$ cat src/rtl/vedic_mult_seq.sv
// Sequential Urdhva-Tiryagbhyam multiplier: the four half-width cross products share one
// HALF x HALF sub-multiplier, one per cycle. Define VEDIC_APPROX_EN for the approx input.
module vedic_mult_seq #(
    parameter int WIDTH = 8
) (
    input  logic               clk,
    input  logic               rst_n,
    input  logic               in_valid,
    output logic               in_ready,
    input  logic [WIDTH-1:0]   a,
    input  logic [WIDTH-1:0]   b,
`ifdef VEDIC_APPROX_EN
    input  logic               approx,
`endif
    output logic               out_valid,
    input  logic               out_ready,
    output logic [2*WIDTH-1:0] out
);

    localparam int HALF = WIDTH / 2;
    localparam int PW   = 2 * WIDTH;

    localparam logic [1:0] ST_IDLE = 2'd0;
    localparam logic [1:0] ST_CALC = 2'd1;
    localparam logic [1:0] ST_DONE = 2'd2;

    logic [1:0]      r_state;
    logic [1:0]      r_step;
    logic [WIDTH-1:0] r_a;
    logic [WIDTH-1:0] r_b;
    logic [PW-1:0]   r_acc;
    logic [PW-1:0]   r_out;
    logic            r_out_valid;

    logic [HALF-1:0]   w_sub_a;
    logic [HALF-1:0]   w_sub_b;
    logic [2*HALF-1:0] w_sub_prod;
    logic [PW-1:0]     w_prod_ext;
    logic [PW-1:0]     w_term;
    logic [PW-1:0]     w_sum;
    logic [1:0]        w_first_step;

    // Approx mode is captured by starting the step counter past the low-low term.
`ifdef VEDIC_APPROX_EN
    assign w_first_step = approx ? 2'd1 : 2'd0;
`else
    assign w_first_step = 2'd0;
`endif

    // Operand half selection for the current step.
    always_comb begin
        w_sub_a = r_a[HALF-1:0];
        w_sub_b = r_b[HALF-1:0];
        case (r_step)
            2'd0: begin
                w_sub_a = r_a[HALF-1:0];
                w_sub_b = r_b[HALF-1:0];
            end
            2'd1: begin
                w_sub_a = r_a[WIDTH-1:HALF];
                w_sub_b = r_b[HALF-1:0];
            end
            2'd2: begin
                w_sub_a = r_a[HALF-1:0];
                w_sub_b = r_b[WIDTH-1:HALF];
            end
            default: begin
                w_sub_a = r_a[WIDTH-1:HALF];
                w_sub_b = r_b[WIDTH-1:HALF];
            end
        endcase
    end

    assign w_sub_prod = {{HALF{1'b0}}, w_sub_a} * {{HALF{1'b0}}, w_sub_b};
    assign w_prod_ext = {{WIDTH{1'b0}}, w_sub_prod};

    // Align the cross product to its weight: 0, HALF, HALF, WIDTH.
    always_comb begin
        w_term = w_prod_ext;
        case (r_step)
            2'd0:    w_term = w_prod_ext;
            2'd1:    w_term = w_prod_ext << HALF;
            2'd2:    w_term = w_prod_ext << HALF;
            default: w_term = w_prod_ext << WIDTH;
        endcase
    end

    // 2*WIDTH bits hold (2^WIDTH-1)^2, so the sum never wraps.
    assign w_sum = r_acc + w_term;

    // Control FSM, accumulator and output register.
    always_ff @(posedge clk or negedge rst_n) begin
        if (!rst_n) begin
            r_state     <= ST_IDLE;
            r_step      <= 2'd0;
            r_a         <= {WIDTH{1'b0}};
            r_b         <= {WIDTH{1'b0}};
            r_acc       <= {PW{1'b0}};
            r_out       <= {PW{1'b0}};
            r_out_valid <= 1'b0;
        end else begin
            case (r_state)
                ST_IDLE: begin
                    if (in_valid) begin
                        r_a     <= a;
                        r_b     <= b;
                        r_acc   <= {PW{1'b0}};
                        r_step  <= w_first_step;
                        r_state <= ST_CALC;
                    end
                end
                ST_CALC: begin
                    r_acc  <= w_sum;
                    r_step <= r_step + 2'd1;
                    if (r_step == 2'd3) begin
                        r_out       <= w_sum;
                        r_out_valid <= 1'b1;
                        r_state     <= ST_DONE;
                    end
                end
                ST_DONE: begin
                    if (out_ready) begin
                        r_out_valid <= 1'b0;
                        r_state     <= ST_IDLE;
                    end
                end
                default: begin
                    r_state     <= ST_IDLE;
                    r_step      <= 2'd0;
                    r_out_valid <= 1'b0;
                end
            endcase
        end
    end

    assign in_ready  = (r_state == ST_IDLE);
    assign out_valid = r_out_valid;
    assign out       = r_out;

endmodule

$ cat config.mk
export PLATFORM = sky130hd
export DESIGN_NAME = vedic_mult_seq
export DESIGN_NICKNAME = d
export VERILOG_FILES = /design/src/rtl/vedic_mult_seq.sv
export SDC_FILE = /design/constraint.sdc
export NUM_CORES = 1
export LEC_CHECK = 0
export BUFFER_PORTS_ARGS = -buffer_cell sky130_fd_sc_hd__buf_2
export CORE_UTILIZATION = 64
export DETAILED_ROUTE_END_ITERATION = 6
export PLACE_DENSITY = 0.86
export SKIP_LAST_GASP = 1
export SYNTH_ARGS = -nofsm -noshare
export SYNTH_HDL_FRONTEND = slang
export SYNTH_SLANG_ARGS = --single-unit
export TNS_END_PERCENT = 20
$ cat constraint.sdc
create_clock -name clk -period 11.9 [get_ports clk]
set_input_delay 1.19 -clock clk [delete_from_list [all_inputs] [get_ports clk]]
set_output_delay 1.19 -clock clk [all_outputs]
set_load 0.005 [all_outputs]
### Word level (Yosys, flattened, before mapping)

Index checks and enable logic that the tools add are counted.

* bits in writable memories: 0
* bits in latches: 0
* input port bits: 20
* bits in registers: 53
* memories: 0
* memory bits (read-only): 0
* output and inout bits: 18

* reductions and logical operators: 12
* shift operators: 0
* bitwise logic cells: 2
* eq/ne operators: 8
* order comparisons: 0
* $mul: 1
* $add $sub $neg: 2
* div/mod/pow operators: 0
* mux-type cells: 14

Operators by type and width (count)
* one-hot mux 16 bit (2 select lines): 2
* adder 16 bit: 1
* two-way mux 16 bit: 1
* one-hot mux 2 bit (3 select lines): 2
* multiplier 4 x 4 -> 8 bit: 1
* two-way mux 2 bit: 4
* two-way mux 4 bit: 2
* AND reduction 2 bit: 4
* == test 2 bit (second input constant): 3
* != test 2 bit (second input constant): 3
* AND reduction 3 bit: 2
* OR reduction 2 bit: 3
* == test 2 x 1 -> 1 bit (second input constant): 2
* logical NOT 2 bit: 2
* one-hot mux 1 bit (3 select lines): 1
* adder 2 x 1 -> 2 bit (second input constant): 1
* two-way mux 1 bit: 2
* inverter 1 bit: 2
* nonzero test 2 bit: 1

### Depth between registers and ports, before layout

Gate-level depths: netlist (run 1).

* word-level depth: 7
* gate-level depth with buffers: 23

### Worst setup path before layout (run 1)

OpenSTA, ideal clock, no wires.

* path kind: register to register
* start: reg r_step[0]
* end: reg r_acc[15]
* buffers on the path: 0
* slack: 6.308 ns
* stages on the path, launching flop included: 23
* arrival time: 5.468 ns
* period minus slack after synthesis: 5.592 ns
* required time: 11.776 ns
* cell sequence: dfrtp_1 > inv_1 > ha_1 > nor2_1 > mux2i_1 > or2_2 > fa_1 > inv_1 > fa_1 > inv_1 > fa_1 > inv_1 > a21o_1 > a21oi_1 > xnor2_1 > a22o_1 > ha_1 > a21oi_1 > o21ai_0 > a311o_2 > or3_4 > and4_4 > a211o_1

* longest elaborated chain between the ends: 7
* elaborated cells between the ends (all ways): 12
* those cells by class: add/sub (1); mul (1); eq/ne (2); mux (4); reduce/logical (4)

RTL lines
* start: declaration: RTL line 28 `logic [1:0] r_step;`
* start signal: assignment: RTL line 108 `r_step <= w_first_step;`
* start signal: assignment: RTL line 114 `r_step <= r_step + 2'd1;`
* == test 2 bit, or another cell as far along: RTL line 54, 80
* OR reduction 2 bit (no source line)
* two-way mux 4 bit: RTL line 54 `case (r_step)`
* multiplier 4 x 4 -> 8 bit: RTL line 74 `assign w_sub_prod = {{HALF{1'b0}}, w_sub_a} * {{HALF{1'b0}}, w_sub_b};`
* one-hot mux 16 bit (2 select lines) *: RTL line 80 `case (r_step)`
* adder 16 bit *: RTL line 89 `assign w_sum = r_acc + w_term;`
* one-hot mux 16 bit (2 select lines) *: RTL line 102 `case (r_state)`
* end signal: assignment: RTL line 98 `r_acc <= {PW{1'b0}};`
* end signal: assignment: RTL line 107 `r_acc <= {PW{1'b0}};`
* end signal: assignment: RTL line 113 `r_acc <= w_sum;`
* end: declaration: RTL line 31 `logic [PW-1:0] r_acc;`

Mark *: on every way between the ends. The rest lies on a longest branch, timed or not.
A chain may end at the register's enable or synchronous reset.

### Final worst setup path (run 1)

Ends and elaborated chain as after synthesis.

==> impl_metrics.py, run 1 <==
metrics = {
    "grt": {
        "grt_antenna_before_repair": 0,
        "grt_pass1_vias": 2690,
        "gr-usage-all-layers_pct": 27.3,
        "grt_max_degree": 54,
        "gr-usage-met3_pct": 3.83,
        "grt_overflow_total": 0,
        "grt_busiest_layer": "met2",
        "grt_pass1_wl_um": 12600,
        "met1_usage_pct": 39.6,
        "grt_use_met2_pct": 43.0,
    },
    "sta": {
        "finalClockSkew_ns": 0.00550,
        "fmax_mhz": 162,
        "slew_viol_final": 0,
        "setup_viol_count_final": 0,
        "slew_headroom_pct": 41.1,
        "fin_crit_ns": 6.19,
        "rsz0062_at_grt": "false",
        "period_share_pct": 52.0,
        "finalHoldViolations": 0,
        "tns_ns": 0,
        "max_slew.worst_pin.slew_ns": 0.881,
    },
    "job": {
        "drv_cap": 0,
    },
    "die": {
        "initial_core_util_pct": 67.7,
        "row_count": 26,
        "io_pins": 38,
        "core-area_um2": 5200,
        "die_w_um": 76.2,
        "dieArea_um2": 5810,
        "die-height_um": 76.2,
    },
    "cts": {
        "cts_hold_buf": 0,
        "cts.path.max_buffers": 2,
        "clk_latency_ns": 0.31,
        "cts_resized": 0,
        "cts_setup_buffers": 0,
        "cts.sink_count": 53,
        "cts.clk_slew.worst_paths_ns": 0.10,
        "cts-root-buf": "clkbuf_8",
        "htree_num_levels": 2,
        "cts-buffers-inserted": 5,
        "cts_tree": "built",
    },
    "detailed_routing": {
        "viasPerCell": 6.06,
        "drt_iter0_drc": 163,
        "ant_nets": 0,
        "post-route-drc-count": 0,
        "totalWireLength_um": 7350,
        "routed-via-count": 2829,
        "dr.pass1.iters": 4,
        "wl_per_cell_um": 15.7,
    },
    "yosys": {
        "synth_cell_type_count": 51,
        "synth-async-reset-ratio_pct": 100,
        "synth_area_um2": 3520,
        "synth_edf_count": 0,
        "syn_inst": 360,
        "ys_seq_area_share_pct": 37.6,
        "synth_warnings": 0,
        "syn_avg_cell_area_um2": 9.79,
        "synthFlopType": "dfrtp_1",
        "syn-num-nets": 416,
        "ys_ff_latch": 53,
    },
    "cells_and_area": {
        "n_antenna_cell": 0,
        "fillers": 384,
        "fin_util_pct": 74.6,
        "design_area_um2": 3880,
        "area_delta_synth_final_pct": 10.3,
        "drive_gt1_share_pct": 19.6,
        "nNetsFinal": 452,
    },
    "worst_setup_path": {
        "worst_path_max_delay_cell": "fa_1",
        "max_stage_delay_ns": 0.56,
        "critPathRequiredTime_ns": 12.10,
        "critPathKind": "register to register",
        "crit_path_start_kind": "register",
        "cp-startpoint": "r_step[0]$_DFFE_PN0P_",
        "cp_num_buf_inv": 4,
        "critPathArrivalTime_ns": 6.40,
        "cp_top_family": "adder cells",
        "crit_chain": "inv_1 > ha_1 > nor2_1 > mux2i_1 > or2_2 > fa_1 > inv_1 > fa_1 > inv_1 > fa_1 > inv_1 > a21o_1 > a21oi_1 > xnor2_1 > a22o_1 > ha_1 > a21oi_1 > o21ai_0 > a311o_2 > or3_4 > and4_4 > a211o_1",
        "end_kind": "register",
        "cp_max_fo": 13,
        "worst_path_most_repeated_cell": "inv_1",
        "r2r-start": "r_step[0]$_DFFE_PN0P_",
    },
    "placed_design": {
        "gp_congestion": 0.930,
        "io_buffer_count": 37,
        "place_hpwl_um": 5520,
        "placed_area_um2": 3770,
    },
    "status": {
        "status": "finished clean",
    },
    "min_path": {
        "hp-class": "register to register",
        "hp-start": "out[14]$_DFFE_PN0P_",
    },
}
layer usage:
metal,vias up,routed length (um)
met1,1353,3450
met4,0,119
met3,17,377
li1,1353,-
met2,106,3400
met5,-,0
cell usage after synthesis (2+ instances only):
cell	count	area, um^2
a211o_1	2	17.5
a211oi_1	2	15.0
a21boi_0	2	15.0
a21o_1	6	45.0
a21o_2	2	17.5
a21oi_1	19	95.1
a22o_1	8	70.1
a22oi_1	4	30.0
a31oi_1	2	12.5
and2_1	7	43.8
and3_1	3	18.8
clkbuf_1	10	37.5
dfrtp_1	53	1330
fa_1	5	100
ha_1	31	388
inv_1	19	71.3
mux2_2	21	236
mux2i_1	11	110
nand2_1	35	131
nand2b_1	4	25.0
nand3_1	2	10.0
nand4_1	3	18.8
nor2_1	26	97.6
nor2b_1	6	37.5
nor3b_1	2	15.0
o2111ai_1	2	17.5
o21a_1	3	22.5
o21ai_0	31	155
o311ai_0	2	17.5
or2_2	3	18.8
xnor2_1	10	87.6
xor2_1	5	43.8
layout make-up:
type	count	area (um^2)	area share (%)
multi-input cells	278	2090	53.8
clock inverters	2	38.8	0.998
well taps	70	87.6	2.25
flip-flops and latches	53	1330	34.1
repair buffers	39	200	5.15
clock buffers	6	72.6	1.87
inverters	19	71.3	1.84
worst register-to-register path, cell delays in order, from the launching register on:
cell and delay [ns]:
dfrtp_1 0.43, inv_1 0.09, ha_1 0.29, nor2_1 0.41, mux2i_1 0.23, or2_2 0.35
fa_1 0.50, inv_1 0.05, fa_1 0.56, inv_1 0.06, fa_1 0.46, inv_1 0.07
a21o_1 0.11, a21oi_1 0.07, xnor2_1 0.15, a22o_1 0.21, ha_1 0.40, a21oi_1 0.24
o21ai_0 0.15, a311o_2 0.42, or3_4 0.39, and4_4 0.18, a211o_1 0.26
stage by stage:
step	instances	setup WS, ns	hold slack, ns
2_1_floorplan	360	6.31	0.456
3_3_place_gp	459	5.97	0.455
3_5_place_dp	459	5.76	0.465
4_1_cts	467	5.73	0.486
5_1_grt	467	5.37	0.524
6_report	467	5.71	0.480
path summary, 6_finish.rpt:
kind                                    endpoint  slack (ns)  depth (start not counted)
setup / recovery           r_acc[15]$_DFFE_PN0P_        5.71                         22
hold / removal               out[14]$_DFFE_PN0P_        0.48                          2
setup reg to reg           r_acc[15]$_DFFE_PN0P_        5.71                         22
hold reg to reg              out[14]$_DFFE_PN0P_        0.48                          2
max in group asynchronous     r_a[3]$_DFFE_PN0P_       10.46                          2
min in group asynchronous  r_acc[14]$_DFFE_PN0P_        0.99                          2
registers in the layout, indices dropped and copies added, names as in the netlist:
| register | flops |
|---|---|
| r_acc | 16 |
| r_a | 8 |
| out_valid | 1 |
| r_state | 2 |
| r_b | 8 |
| r_step | 2 |
| out | 16 |
logic make-up after synthesis:
kind of cell / count (synthesis) / synth area share (%)
compound gates: 96 / 18.0
xor+xnor: 15 / 3.73
fa+ha+maj: 36 / 13.8
buf+inv: 29 / 3.09
flops: 53 / 37.6
mux: 32 / 9.84
simple gates: 99 / 13.9
placed cells by master, fill, tap and decap left out, types with 3 or more instances in the layout:
cell and count:
nand2_1 35, or2_2 3, nand4_1 3, and3_1 3
nand2b_1 4, nor2_1 26, a21oi_1 19, fa_1 5
dfrtp_1 53, a22o_1 8, xnor2_1 10, and2_1 7
o21ai_0 31, mux2_2 21, clkbuf_8 5, a22oi_1 4
mux2i_1 11, a21o_1 6, xor2_1 5, nor2b_1 6
ha_1 31, inv_1 19, buf_2 37, o21a_1 3
Power of run 1 is not shown: default switching activity piles up to over one toggle a cycle in this logic, so the estimate is an artifact.
==> inputs of run 2 (changes only) <==
- CORE_UTILIZATION: 64 -> 54
- PLACE_DENSITY: 0.86 -> 0.77
- clock period: 11.9 -> 5.3 ns (I/O delays scaled with it)
==> run 2 against run 1 <==
Compared with the run above: the flow now finishes with violations (negative setup slack); register-to-register slack worse by 5.9 ns; setup slack worse by 5.9 ns; first-iteration DRC count is 4.9% lower; worst hold slack worse by 0.17 ns; critical endpoint unchanged.
==> impl_metrics.py, run 2 (same netlist as run 1, synthesis figures left out) <==
metrics = {
    "cells_and_area": {
        "fillers": 473,
        "n_antenna_cell": 0,
        "layout_common_cells": "53 x dfrtp_1, 45 x buf_4, 37 x buf_2",
        "drive_gt1_share_pct": 36.2,
        "design_area_um2": 4420,
        "nNetsFinal": 497,
        "area_delta_synth_final_pct": 25.5,
        "final_common_cell": "dfrtp_1",
    },
    "placed_design": {
        "place_hpwl_um": 5890,
        "placed_area_um2": 4070,
        "gp_congestion": 0.926,
        "io_buffer_count": 37,
    },
    "cts": {
        "htree_num_levels": 2,
        "cts.path.max_buffers": 2,
        "cts_tree": "built",
        "cts-root-buf": "clkbuf_8",
        "cts.sink_count": 53,
        "cts-buffers-inserted": 5,
        "cts.clk_slew.worst_paths_ns": 0.10,
        "clk_latency_ns": 0.32,
    },
    "grt": {
        "grt_antenna_before_repair": 0,
        "grt_overflow_total": 0,
        "grt_max_degree": 54,
        "grt_pass1_vias": 2913,
        "gr-usage-all-layers_pct": 25.4,
        "grt_pass1_wl_um": 13100,
    },
    "sta": {
        "slew_headroom_pct": 43.8,
        "period_share_pct": 103,
        "fin_crit_ns": 5.45,
        "setup_viol_count_final": 6,
        "slew_viol_final": 0,
        "fmax_mhz": 184,
        "rsz0062_at_grt": "true",
        "max_slew.worst_pin.slew_ns": 0.841,
        "finalHoldViolations": 0,
        "finalClockSkew_ns": 0.00801,
        "fin_ws_ns": -0.149,
    },
    "worst_setup_path": {
        "cp_max_fo": 4,
        "critPathKind": "register to register",
        "critPathRequiredTime_ns": 5.51,
        "critPathArrivalTime_ns": 5.66,
        "crit_path_start_kind": "register",
        "end_kind": "register",
    },
    "min_path": {
        "hp-class": "input port to asynchronous set/reset pin",
    },
    "detailed_routing": {
        "viasPerCell": 5.71,
        "wl_per_cell_um": 16.1,
        "post-route-drc-count": 0,
        "totalWireLength_um": 8370,
        "routed-via-count": 2965,
        "ant_nets": 0,
        "drt_iter0_drc": 155,
        "dr.pass1.iters": 4,
    },
    "die": {
        "die-height_um": 82.8,
        "io_pins": 38,
        "row_count": 29,
        "dieArea_um2": 6850,
        "core-area_um2": 6310,
        "die_w_um": 82.8,
        "initial_core_util_pct": 55.8,
    },
    "job": {
        "drv_cap": 0,
    },
    "status": {
        "violations": "negative setup slack",
        "status": "finished with violations",
    },
}
## run 2: cell count changes in the layout (fill, tap and decap cells not counted), moves of 5 or more
cell / previous run / this run
buf_4: 2 / 45
ha_1: 31 / 23
inv_1: 19 / 14
inv_2: 0 / 5
mux2i_1: 11 / 5
mux2i_2: 0 / 6
o21ai_0: 31 / 26
## run 2: routing by layer
layer,GRT usage [%],vias up,wire (um)
met1,33.0,1391,3630
met2,40.9,98,4050
li1,-,1451,-
met3,4.15,25,451
met4,12.9,0,237
met5,0,-,0
## run 2: stage by stage
| stage | setup slack [ns] | instances | hold WS, ns | util [%] | TNS, ns |
|---|---|---|---|---|---|
| 3_5_place_dp | -0.233 | 497 | 0.465 | 64.5 | -0.830 |
| 6_report | -0.149 | 519 | 0.310 | 70.1 | -0.299 |
| 2_1_floorplan | 0.0302 | 360 | 0.234 | - | 0 |
| 4_1_cts | 0.00829 | 512 | 0.348 | 67.8 | 0 |
| 3_3_place_gp | -0.146 | 497 | 0.456 | 64.5 | -0.257 |
| 5_1_grt | -0.308 | 519 | 0.399 | 70.1 | -2.62 |
## run 2: final cells by class
cell class | instances | area [um^2] | share of cell area (%)
sequential | 53 | 1330 | 30.0
multi-input combinational | 278 | 2280 | 51.6
clock buffer | 6 | 82.6 | 1.87
inverter | 19 | 71.3 | 1.61
tap | 77 | 96.3 | 2.18
timing repair buffer | 84 | 546 | 12.3
clock inverter | 2 | 17.5 | 0.396
## run 2: path summary, 6_finish.rpt
kind | startpoint | to | slack [ns] | depth (start not counted)
worst max register to register | r_step[1]$_DFFE_PN0P_ | r_acc[15]$_DFFE_PN0P_ | -0.15 | 24
worst max-delay path | r_step[1]$_DFFE_PN0P_ | r_acc[15]$_DFFE_PN0P_ | -0.15 | 24
worst min-delay path | rst_n | out[11]$_DFFE_PN0P_ | 0.31 | 2
min in group clk | a[5] | r_a[5]$_DFFE_PN0P_ | 0.43 | 2
worst min register to register | out[8]$_DFFE_PN0P_ | out[8]$_DFFE_PN0P_ | 0.48 | 2
max in group asynchronous | rst_n | r_a[1]$_DFFE_PN0P_ | 4.54 | 2
## run 2: what timing repair did
item | 4_1_cts | 5_1_grt
resized for setup | 18 | 23
endpoints found under the setup margin | 6 | 12
setup buffers | 7 | 7
hold buffers | 0 | 0
pin swaps | 20 | 27
## run 2: critical path, cell delays in order (launching register included)
cell and delay [ns]:
dfrtp_1 0.44, inv_2 0.08, ha_4 0.18, nor2_4 0.20, mux2i_2 0.10, or2_4 0.26
fa_1 0.55, inv_2 0.04, fa_2 0.60, inv_2 0.05, fa_2 0.39, inv_2 0.06
a21o_1 0.13, a21oi_2 0.08, xnor2_2 0.14, buf_4 0.14, a22oi_2 0.10, nor2_1 0.06
ha_2 0.21, a2111o_1 0.36, a211oi_2 0.29, nor3b_2 0.10, or3_4 0.36, and4_4 0.19
a211o_1 0.23
Power of run 2 is left out for the same reason.
==> inputs of run 3 (changes only) <==
- MAX_ROUTING_LAYER: not set -> met4
==> run 3 against run 2 <==
Compared with the run above: the flow still finishes with violations (negative setup slack); die area unchanged; setup slack better by 0.033 ns; via count up 0.34%; final cell count down 0.58%; sequential cell count unchanged; critical path depth down 1; core utilization up 0.24 points; maximum frequency up 0.62%; design area up 0.34%; first-iteration DRC count up 2.6%; count of clock-buffer cells in the layout down 1; critical path type unchanged.
==> impl_metrics.py, run 3 (same netlist as run 1, synthesis figures left out) <==
metrics = {
    "status": {
        "status": "finished with violations",
        "violations": "negative setup slack",
    },
    "die": {
        "row_count": 29,
        "core-area_um2": 6310,
        "die-height_um": 82.8,
        "dieArea_um2": 6850,
        "die_w_um": 82.8,
        "io_pins": 38,
        "initial_core_util_pct": 55.8,
    },
    "min_path": {
        "hp-class": "input port to asynchronous set/reset pin",
    },
    "cts": {
        "cts-root-buf": "clkbuf_8",
        "cts.sink_count": 53,
        "cts_tree": "built",
        "htree_num_levels": 2,
        "cts.clk_slew.worst_paths_ns": 0.10,
        "cts.path.max_buffers": 2,
        "cts-buffers-inserted": 5,
        "cts_hold_buf": 0,
        "clk_latency_ns": 0.31,
    },
    "sta": {
        "period_share_pct": 102,
        "finalHoldViolations": 0,
        "setup_viol_count_final": 4,
        "slew_viol_final": 0,
        "max_slew.worst_pin.slew_ns": 0.864,
        "fin_crit_ns": 5.42,
        "fmax_mhz": 185,
        "rsz0062_at_grt": "true",
        "hold_ws_ns": 0.319,
        "finalClockSkew_ns": 0.00324,
        "slew_headroom_pct": 42.2,
        "fin_ws_ns": -0.115,
    },
    "worst_setup_path": {
        "end_kind": "register",
        "critPathKind": "register to register",
        "worstRegToRegCells": 23,
        "critPathArrivalTime_ns": 5.62,
        "critPathRequiredTime_ns": 5.51,
        "r2r_end": "r_acc[15]$_DFFE_PN0P_",
        "cp_max_fo": 5,
        "r2r-start": "r_step[1]$_DFFE_PN0P_",
        "r2r_slack_ns": -0.12,
        "crit_path_start_kind": "register",
    },
    "cells_and_area": {
        "n_antenna_cell": 0,
        "final_common_cell": "dfrtp_1",
        "area_delta_synth_final_pct": 26.0,
        "drive_gt1_share_pct": 36.0,
        "layout_common_cells": "53 x dfrtp_1, 43 x buf_4, 37 x buf_2",
        "design_area_um2": 4440,
        "nNetsFinal": 495,
    },
    "grt": {
        "grt_overflow_total": 0,
        "grt_max_degree": 54,
        "grt_pass1_wl_um": 13300,
        "gr-usage-all-layers_pct": 26.8,
        "grt_pass1_vias": 2818,
        "grt_antenna_before_repair": 0,
    },
    "detailed_routing": {
        "wl_per_cell_um": 16.7,
        "post-route-drc-count": 0,
        "viasPerCell": 5.77,
        "totalWireLength_um": 8630,
        "ant_nets": 0,
        "drt_iter0_drc": 159,
        "dr.pass1.iters": 4,
        "routed-via-count": 2975,
    },
    "placed_design": {
        "io_buffer_count": 37,
        "gp_congestion": 0.956,
        "placed_area_um2": 4080,
        "place_hpwl_um": 6240,
    },
    "job": {
        "drv_cap": 0,
    },
}
## run 3: cell count changes in the layout (fill, tap and decap cells not counted), moves of 2 or more
cell	delta
ha_2	-2
ha_1	+2
mux2i_2	-2
buf_4	-2
a211oi_2	+2
## run 3: area by class of cell
type | count | area (um^2)
clock inverter | 2 | 38.8
clock buffer | 5 | 68.8
sequential | 53 | 1330
inverter | 19 | 71.3
multi-input combinational | 278 | 2310
timing repair buffer | 82 | 531
tap | 77 | 96.3
fill | 474 | 1880
## run 3: metal layers
| metal | up-vias | part of all wire, % | global-route usage [%] |
|---|---|---|---|
| li1 | 1446 | - | - |
| met1 | 1453 | 44 | 33.3 |
| met2 | 63 | 50 | 44.9 |
| met3 | 13 | 3.4 | 4.04 |
| met4 | 0 | 1.9 | 8.10 |
| met5 | - | 0 | - |
## run 3: what timing repair did
| action | in CTS | in global routing |
|---|---|---|
| endpoints found under the setup margin | 8 | 12 |
| pin swaps | 7 | 33 |
| buffers inserted | 3 | 8 |
| resized for setup | 8 | 36 |
## run 3: how the worst max path moves through the flow
stage,to,cells past startpoint,startpoint,slack (ns)
after floorplan,r_acc[15]$_DFFE_PN0P_,22,r_step[0]$_DFFE_PN0P_,0.03
after global placement,r_acc[15]$_DFFE_PN0P_,22,r_step[0]$_DFFE_PN0P_,-0.08
after detailed placement,r_acc[15]$_DFFE_PN0P_,22,r_step[0]$_DFFE_PN0P_,-0.23
after CTS,r_acc[14]$_DFFE_PN0P_,23,r_step[0]$_DFFE_PN0P_,0.004
after global routing,r_acc[15]$_DFFE_PN0P_,23,r_step[1]$_DFFE_PN0P_,-0.27
final,r_acc[15]$_DFFE_PN0P_,23,r_step[1]$_DFFE_PN0P_,-0.12
## run 3: per-stage QoR
stage               std cells  worst slack [ns]  TNS (ns)  util [%]
floorplan                 360            0.0302         0         -
global placement          498           -0.0776   -0.0798      64.6
detailed placement        498            -0.227    -0.700      64.6
CTS                       508           0.00406         0      66.9
global route              516            -0.275     -1.91      70.3
finish                    516            -0.115    -0.335      70.3
## run 3: worst max-delay path: stages (launching register included)
cell	delay, ns
dfrtp_1	0.45
inv_2	0.08
ha_4	0.19
nor2_4	0.21
mux2i_1	0.13
or2_4	0.27
fa_1	0.55
inv_2	0.04
fa_2	0.57
inv_2	0.05
fa_2	0.37
inv_1	0.06
a21o_1	0.11
a21oi_2	0.06
xnor2_2	0.15
buf_4	0.15
a22o_4	0.22
ha_4	0.26
a21oi_4	0.14
o21ai_2	0.08
a311o_2	0.41
or3_4	0.35
and4_4	0.19
a211o_1	0.22
Power of run 3 is left out for the same reason.
